`config.mk`:
```
export PLATFORM = sky130hd
export DESIGN_NAME = tdm_demux1x16
export DESIGN_NICKNAME = d
export VERILOG_FILES = /design/src/rtl/tdm_pkg.sv /design/src/rtl/tdm_slot_counter.sv /design/src/rtl/tdm_demux1x16.sv
export SDC_FILE = /design/constraint.sdc
export NUM_CORES = 1
export LEC_CHECK = 0
export ABC_AREA = 1
export CAP_MARGIN = 20
export CORE_MARGIN = 5
export CORE_UTILIZATION = 55
export CTS_BUF_LIST = sky130_fd_sc_hd__clkbuf_16
export CTS_CLUSTER_DIAMETER = 100
export DETAILED_ROUTE_END_ITERATION = 7
export PLACE_DENSITY = 0.84
export RECOVER_POWER = 50
export SYNTH_ARGS = -nofsm -noshare
export SYNTH_HDL_FRONTEND = slang
export SYNTH_SLANG_ARGS = --single-unit
```
`constraint.sdc`:
```
create_clock -name clk -period 2.26 [get_ports clk]
set_clock_uncertainty 0.05 [all_clocks]
set_input_delay 0.339 -clock clk [delete_from_list [all_inputs] [get_ports clk]]
set_output_delay 0.339 -clock clk [all_outputs]
set_load 0.1 [all_outputs]
```
`src/rtl/tdm_pkg.sv`:
```
// ---------------------------------------------------------------------------
// tdm_pkg : shared TDM slot geometry and FSM encoding.  Rev 1.0
// ---------------------------------------------------------------------------
`default_nettype none

package tdm_pkg;

  localparam int N_SLOTS = 16;
  localparam int SEL_W   = $clog2(N_SLOTS);

  localparam logic [SEL_W-1:0] SLOT_LAST = SEL_W'(N_SLOTS - 1);

  localparam logic [0:0] IDLE    = 1'b0;
  localparam logic [0:0] COLLECT = 1'b1;

endpackage

`default_nettype wire

```
`src/rtl/tdm_slot_counter.sv`:
```
// ---------------------------------------------------------------------------
// tdm_slot_counter : wrapping slot index with load-to-1 and one-hot decode.  Rev 1.0
// ---------------------------------------------------------------------------
`default_nettype none

module tdm_slot_counter
  import tdm_pkg::*;
(
  input  logic               clk,
  input  logic               rst_n,
  input  logic               load1_i,
  input  logic               inc_i,
  output logic [SEL_W-1:0]   slot_o,
  output logic [N_SLOTS-1:0] onehot_o
);

  logic [SEL_W-1:0]   slot_q;
  logic [SEL_W-1:0]   slot_d;
  logic [N_SLOTS-1:0] onehot_q;
  logic [N_SLOTS-1:0] onehot_d;

  // load1 wins over inc: a realigned or fresh frame always resumes at slot 1
  always_comb begin
    slot_d = slot_q;
    if (load1_i) begin
      slot_d = SEL_W'(1);
    end else if (inc_i) begin
      slot_d = (slot_q == SLOT_LAST) ? '0 : slot_q + SEL_W'(1);
    end
    onehot_d = N_SLOTS'(1) << slot_d;
  end

  always_ff @(posedge clk) begin
    if (!rst_n) begin
      slot_q   <= '0;
      onehot_q <= N_SLOTS'(1);
    end else begin
      slot_q   <= slot_d;
      onehot_q <= onehot_d;
    end
  end

  assign slot_o   = slot_q;
  assign onehot_o = onehot_q;

endmodule

`default_nettype wire

```
`src/rtl/tdm_demux1x16.sv`:
```
// ---------------------------------------------------------------------------
// tdm_demux1x16 : TDM receive demux, routes serial slots into a 16-bit word.  Rev 1.0
// ---------------------------------------------------------------------------
`default_nettype none

module tdm_demux1x16
  import tdm_pkg::*;
(
  input  logic               clk,
  input  logic               rst_n,
  input  logic               din_i,
  input  logic               din_valid_i,
  input  logic               frame_start_i,
  output logic [SEL_W-1:0]   slot_o,
  output logic [N_SLOTS-1:0] slot_onehot_o,
  output logic [N_SLOTS-1:0] word_out_o,
  output logic               word_valid_o,
  output logic               frame_err_o,
  output logic               busy_o
);

  logic [0:0]         state_q;
  logic [0:0]         state_d;
  logic [N_SLOTS-1:0] asm_q;
  logic [N_SLOTS-1:0] asm_d;
  logic [N_SLOTS-1:0] word_q;
  logic [N_SLOTS-1:0] word_d;
  logic               word_valid_q;
  logic               word_valid_d;
  logic               frame_err_q;
  logic               frame_err_d;
  logic               w_load1;
  logic               w_inc;
  logic [SEL_W-1:0]   w_slot;

  tdm_slot_counter u_slot_counter (
    .clk      (clk),
    .rst_n    (rst_n),
    .load1_i  (w_load1),
    .inc_i    (w_inc),
    .slot_o   (w_slot),
    .onehot_o (slot_onehot_o)
  );

  always_comb begin
    state_d      = state_q;
    asm_d        = asm_q;
    word_d       = word_q;
    word_valid_d = 1'b0;
    frame_err_d  = 1'b0;
    w_load1      = 1'b0;
    w_inc        = 1'b0;

    case (state_q)
      IDLE: begin
        if (din_valid_i && frame_start_i) begin
          asm_d   = {{(N_SLOTS-1){1'b0}}, din_i};
          w_load1 = 1'b1;
          state_d = COLLECT;
        end
      end
      default: begin
        if (din_valid_i) begin
          if (frame_start_i && (w_slot != '0)) begin
            // Realign: the partial word is dropped and this bit becomes slot 0
            frame_err_d = 1'b1;
            asm_d       = {{(N_SLOTS-1){1'b0}}, din_i};
            w_load1     = 1'b1;
          end else begin
            asm_d[w_slot] = din_i;
            w_inc         = 1'b1;
            if (w_slot == SLOT_LAST) begin
              word_d       = {din_i, asm_q[N_SLOTS-2:0]};
              word_valid_d = 1'b1;
            end
          end
        end
      end
    endcase
  end

  always_ff @(posedge clk) begin
    if (!rst_n) begin
      state_q      <= IDLE;
      asm_q        <= '0;
      word_q       <= '0;
      word_valid_q <= 1'b0;
      frame_err_q  <= 1'b0;
    end else begin
      state_q      <= state_d;
      asm_q        <= asm_d;
      word_q       <= word_d;
      word_valid_q <= word_valid_d;
      frame_err_q  <= frame_err_d;
    end
  end

  assign slot_o       = w_slot;
  assign word_out_o   = word_q;
  assign word_valid_o = word_valid_q;
  assign frame_err_o  = frame_err_q;
  assign busy_o       = (state_q == COLLECT);

endmodule

`default_nettype wire

```
### Word level (Yosys, flattened, before mapping)

Cells that the tools add are included.

* add/subtract/negate cells: 1
* magnitude comparators: 2
* eq/ne operators: 2
* shift-type cells: 1
* muxes and demuxes: 19
* bitwise logic cells: 4
* reductions and logical operators: 9

Operator list (number)
* 2-to-1 mux 16 bit: 4
* bitwise mux 16 bit: 1
* left shift 1 x 4 -> 16 bit (first input constant): 1
* 2-to-1 mux 4 bit: 3
* 2-to-1 mux 1 bit: 10
* less-than comparator 4 x 5 -> 1 bit (second input constant): 1
* adder 4 x 1 -> 4 bit (second input constant): 1
* demux 1 bit (select 4 bit): 1
* equality test 4 bit (second input constant): 1
* >= comparator 4 x 1 -> 1 bit (second input constant): 1
* NOT 1 bit: 4
* AND reduction 2 bit: 2
* AND reduction 4 bit: 1
* nonzero test 4 bit: 1
* OR reduction 4 bit: 1
* logical AND 1 bit: 3
* != test 2 bit (second input constant): 1
* nonzero test 2 bit: 1

* bits in registers: 55

### Longest topological paths before layout

* depth in word-level cells: 8
* mapped depth: 11
* depth with buffers taken out: 11

### Modules after synthesis

A second synthesis with hierarchy kept.

* cell total of the unflattened synthesis: 305
* area total of the unflattened synthesis: 2339.7 um2

By module, submodules not included
* tdm_demux1x16: times used 1, cells an instance 218, area each 1640.3 um2, seq. area each 680.7 um2
* tdm_slot_counter: times used 1, cells an instance 87, area each 699.4 um2, seq. area each 400.4 um2

### Worst setup path before layout

No wires, ideal clock.

* path kind: register -> register
* start: register u_slot_counter.slot_q[0], in the netlist u_slot_counter.slot_o[0]
* end: register u_slot_counter.onehot_q[9], in the netlist u_slot_counter.onehot_o[9]
* library setup time: 0.067 ns
* arrival: 2.232 ns
* data required time: 2.143 ns
* slack: -0.089 ns
* stages on the path, launching flop included: 12
* path buffers: 0
* clock period less this slack: 2.349 ns
* cell sequence: dfxtp_1 inv_1 ha_1 nand2_4 nand2_8 nand2_4 nand2_1 nand3_4 nand2_1 inv_1 nand2_1 nor2_1

* longest elaborated chain between the ends: 8
* elaborated cells between the ends (all ways): 14
* those cells by class: add/sub: 1; eq/ne: 1; shift: 1; mux: 9; reduce/logical: 2

RTL lines
* start: declaration: RTL line tdm_slot_counter.sv:17 `logic [SEL_W-1:0] slot_q;`
* start signal: assignment: RTL line tdm_slot_counter.sv:38 `slot_q <= slot_d;`
* nonzero test 4 bit: RTL line tdm_demux1x16.sv:64 `if (frame_start_i && (w_slot != '0)) begin`
* logical AND 1 bit: RTL line tdm_demux1x16.sv:64
* 2-to-1 mux 1 bit: RTL line tdm_demux1x16.sv:64
* 2-to-1 mux 1 bit: RTL line tdm_demux1x16.sv:63 `if (din_valid_i) begin`
* 2-to-1 mux 1 bit: RTL line tdm_demux1x16.sv:54 `case (state_q)`
* 2-to-1 mux 4 bit: RTL line tdm_slot_counter.sv:27 `end else if (inc_i) begin`
* 2-to-1 mux 4 bit (*): RTL line tdm_slot_counter.sv:25 `if (load1_i) begin`
* left shift 1 x 4 -> 16 bit (*): RTL line tdm_slot_counter.sv:30 `onehot_d = N_SLOTS'(1) << slot_d;`
* end signal: assignment: RTL line tdm_slot_counter.sv:39 `onehot_q <= onehot_d;`
* end: declaration: RTL line tdm_slot_counter.sv:19 `logic [N_SLOTS-1:0] onehot_q;`

Every way passes the cells marked *; elsewhere a longest branch is shown, timed or not.
A chain may end at the register's enable or synchronous reset.

### Final worst setup path

* start: register u_slot_counter.slot_q[0], in the netlist u_slot_counter.slot_o[0]
* end: register asm_q[6]

* longest elaborated chain between the ends: 8
* elaborated cells between the ends (all ways): 11
* those cells by class: order compare: 2; mux: 6; reduce/logical: 3

RTL lines
* less-than comparator 4 x 5 -> 1 bit (not written as such) or >= comparator 4 x 1 -> 1 bit (tied branches): RTL line tdm_demux1x16.sv:70 `asm_d[w_slot] = din_i;`
* logical AND 1 bit (not written as such): RTL line tdm_demux1x16.sv:70
* 2-to-1 mux 1 bit (not written as such): RTL line tdm_demux1x16.sv:70
* demux 1 bit (select 4 bit): RTL line tdm_demux1x16.sv:70
* bitwise mux 16 bit: RTL line tdm_demux1x16.sv:70
* 2-to-1 mux 16 bit (*): RTL line tdm_demux1x16.sv:64
* 2-to-1 mux 16 bit (*): RTL line tdm_demux1x16.sv:63
* 2-to-1 mux 16 bit (*): RTL line tdm_demux1x16.sv:54
* end signal: assignment: RTL line tdm_demux1x16.sv:91 `asm_q <= asm_d;`
* end: declaration: RTL line tdm_demux1x16.sv:24 `logic [N_SLOTS-1:0] asm_q;`

Every way passes the cells marked *; elsewhere a longest branch is shown, timed or not. The select of a mux whose other input is x is not followed.

==> impl_metrics.csv <==
group,metric,value,unit
synthesis,synth_cell_types,29,
detailed_routing,drc_errors,0,
worst_setup_path,crit_chain,"inv_1, ha_1, nand2_4, nand2_8, nand2_4, nor3_4, nand2_1, a21oi_1",
floorplan,die_w,73.8,um
timing,hold_viol_final,0,
final_layout,final_area,2600,um2
synthesis,synth_area_leader_cell,"dfxtp_1",
timing,slew_violations,0,
clock_network,cts.repair.resized,0,
worst_setup_path,path_delay_family,"simple AND/OR/NAND/NOR gates",
floorplan,ios,44,
detailed_routing,vias_per_cell,5.11,
clock_network,clkLatencyLatePin,0.29,ns
placed_design,placed_area,2590,um2
final_layout,syn_to_final_growth,16.0,%
synthesis,synth_edf_count,0,
clock_network,ctsLongestPathBuffers,2,
synthesis,async_flop_share,0,%
placed_design,portBuffers,43,
status,status,"completed",
timing,worst_pin_slew,1.18,ns
synthesis,netlist.area_leader.share,48.3,%
detailed_routing,first_pass_iters,4,
timing,min_period_over_period,84.1,%
synthesis,synth-seq-cells,54,
timing,final.setup.tns,0,ns
global_route,grt_pass1_vias,1886,
final_layout,drive_gt1_share,10.9,%
global_route,grtUsageTotal,18.6,%
power,powerDensity,769,nW/um2
synthesis,synthTopCellsByArea,"dfxtp_1, nand2_1, a21oi_1, o21ai_0, inv_1",
final_layout,regArea,1080,um2
final_layout,n_antenna_cell,0,
final_layout,final_core_utilization,65.4,%
floorplan,start_util,56.4,%
floorplan,core_area,3970,um2
flow_run,drv_cap,0,
worst_setup_path,crit_buf_inv,1,
global_route,antenna_found_initial,0,
detailed_routing,ant_nets,0,
timing,max_freq,526,MHz
worst_setup_path,slowest_stage,"nor3_4",
synthesis,syn_nets,296,
power,p_leak,1.02,nW
clock_network,cts_setup_buffers,0,
synthesis,ys.flop_type,"dfxtp_1",
power,peakVddDrop,454,uV
clock_network,hold_buffers,0,
worst_setup_path,critPathLaunchType,"flip-flop",
clock_network,cts.htree.levels,2,
worst_setup_path,crit_type,"reg2reg",
worst_setup_path,worst_ep_arrival_time,2.07,ns
synthesis,avgSynthCellArea,7.80,um2
global_route,gr-total-overflow,0,
worst_setup_path,critical_path.max_fanout,15,
detailed_routing,totalWireLength,4690,um
clock_network,numCtsBuffers,5,
floorplan,die_h,73.8,um
floorplan,dieArea,5450,um2
detailed_routing,avgRoutedWirePerCell,12.3,um
floorplan,row_count,23,
clock_network,clock_sinks,54,
placed_design,routabilityCongestion,0.810,
worst_setup_path,crit_path_frequent_cell,"nand2_4",
clock_network,clk_pin_slew,0.07,ns
synthesis,ys_seq_area_share,48.3,%
detailed_routing,num_vias,1943,
synthesis,ys_warn_count,0,
synthesis,syn_area,2240,um2
clock_network,cts_tree,"done",
detailed_routing,dr.first_iter.drc_count,117,
final_layout,multi_input_area,942,um2
final_layout,final_nets,338,
synthesis,synth_common_cells,"dfxtp_1, nand2_1, inv_1, nor2_1, a21oi_1",
hold_path,min_path_type,"reg2reg",
timing,slew_headroom,21.8,%
placed_design,dp_hpwl,3420,um
worst_setup_path,crit_path_max_incr_delay,0.41,ns
timing,min_period,1.90,ns
global_route,grt_max_degree,34,
synthesis,syn_inst,287,
clock_network,cts-root-buf,"clkbuf_16",
synthesis,yosysMostFrequentCell,"dfxtp_1",
worst_setup_path,critPathCaptureType,"flip-flop",
final_layout,nFillCells,385,
timing,rsz0062_at_grt,"false",
worst_setup_path,crit_required,2.43,ns
global_route,grt_pass1_wl,8000,um
timing,setup_viol,0,
==> sequential cells by signal (all words and copies together), names as in the netlist <==
register / flops
asm_q: 15
word_valid_o: 1
u_slot_counter.slot_o: 4
word_out_o: 16
frame_err_o: 1
busy_o: 1
u_slot_counter.onehot_o: 16
==> layout make-up <==
type                    count  area share, %
flip-flops and latches     54           41.7
clock inverters             3          0.915
repair buffers             46           8.29
multi-input cells         183           36.3
well taps                  50           2.41
inverters                  39           5.64
clock buffers               5           4.82
==> cell usage in the layout, fill, tap and decap left out, types with 4 or more instances in the layout <==
cell,count
a21oi_1,32
clkbuf_1,34
clkbuf_16,5
clkbuf_2,5
dfxtp_1,53
ha_1,4
inv_1,33
inv_2,6
nand2_1,52
nand3_1,14
nor2_1,33
o21ai_0,28
==> worst min-delay path, stage by stage (launching register included) <==
cell	delay, ns
dfxtp_1	0.31
inv_1	0.04
a21oi_1	0.05
==> report_power, final <==
group	internal (mW)	switching [mW]	total [mW]
Sequential	0.964	0.0115	0.976
Combinational	0.0562	0.200	0.256
Clock	0.414	0.350	0.764
Total	1.43	0.562	2.00
==> worst paths after layout <==
kind	from	to	slack, ns	cells after the start
min reg2reg	word_out_o[8]	word_out_o[8]	0.39	2
max	u_slot_counter.slot_o[0]	asm_q[6]	0.36	8
min	word_out_o[8]	word_out_o[8]	0.39	2
max reg2reg	u_slot_counter.slot_o[0]	asm_q[6]	0.36	8
==> layer usage <==
layer  vias to the layer above  global-route usage, %  part of all wire (%)
li1                        994                      -                     -
met1                       892                   22.0                    45
met2                        46                   32.4                    47
met3                        11                   3.56                   5.5
met4                         0                   8.05                   2.3
met5                         -                      0                     0
==> cell families after synthesis <==
kind of cell             share of synthesized area (%)
adder cells (fa/ha/maj)                           2.23
AO/OA/AOI/OAI                                     15.1
buffers and inverters                             9.55
AND/OR/NAND/NOR                                   24.5
flip-flops                                        48.3
XOR/XNOR                                         0.391
==> metrics by stage <==
step	total power [mW]	setup WS, ns	hold slack (ns)	cells
detailed placement	1.26	0.126	0.385	372
floorplan	1.21	0.147	0.386	287
CTS	2.02	0.400	0.396	380
global placement	1.26	0.254	0.381	372
finish	2.00	0.360	0.391	380
global route	2.07	0.182	0.418	380
No activity file was read; power rests on OpenSTA's default activity.
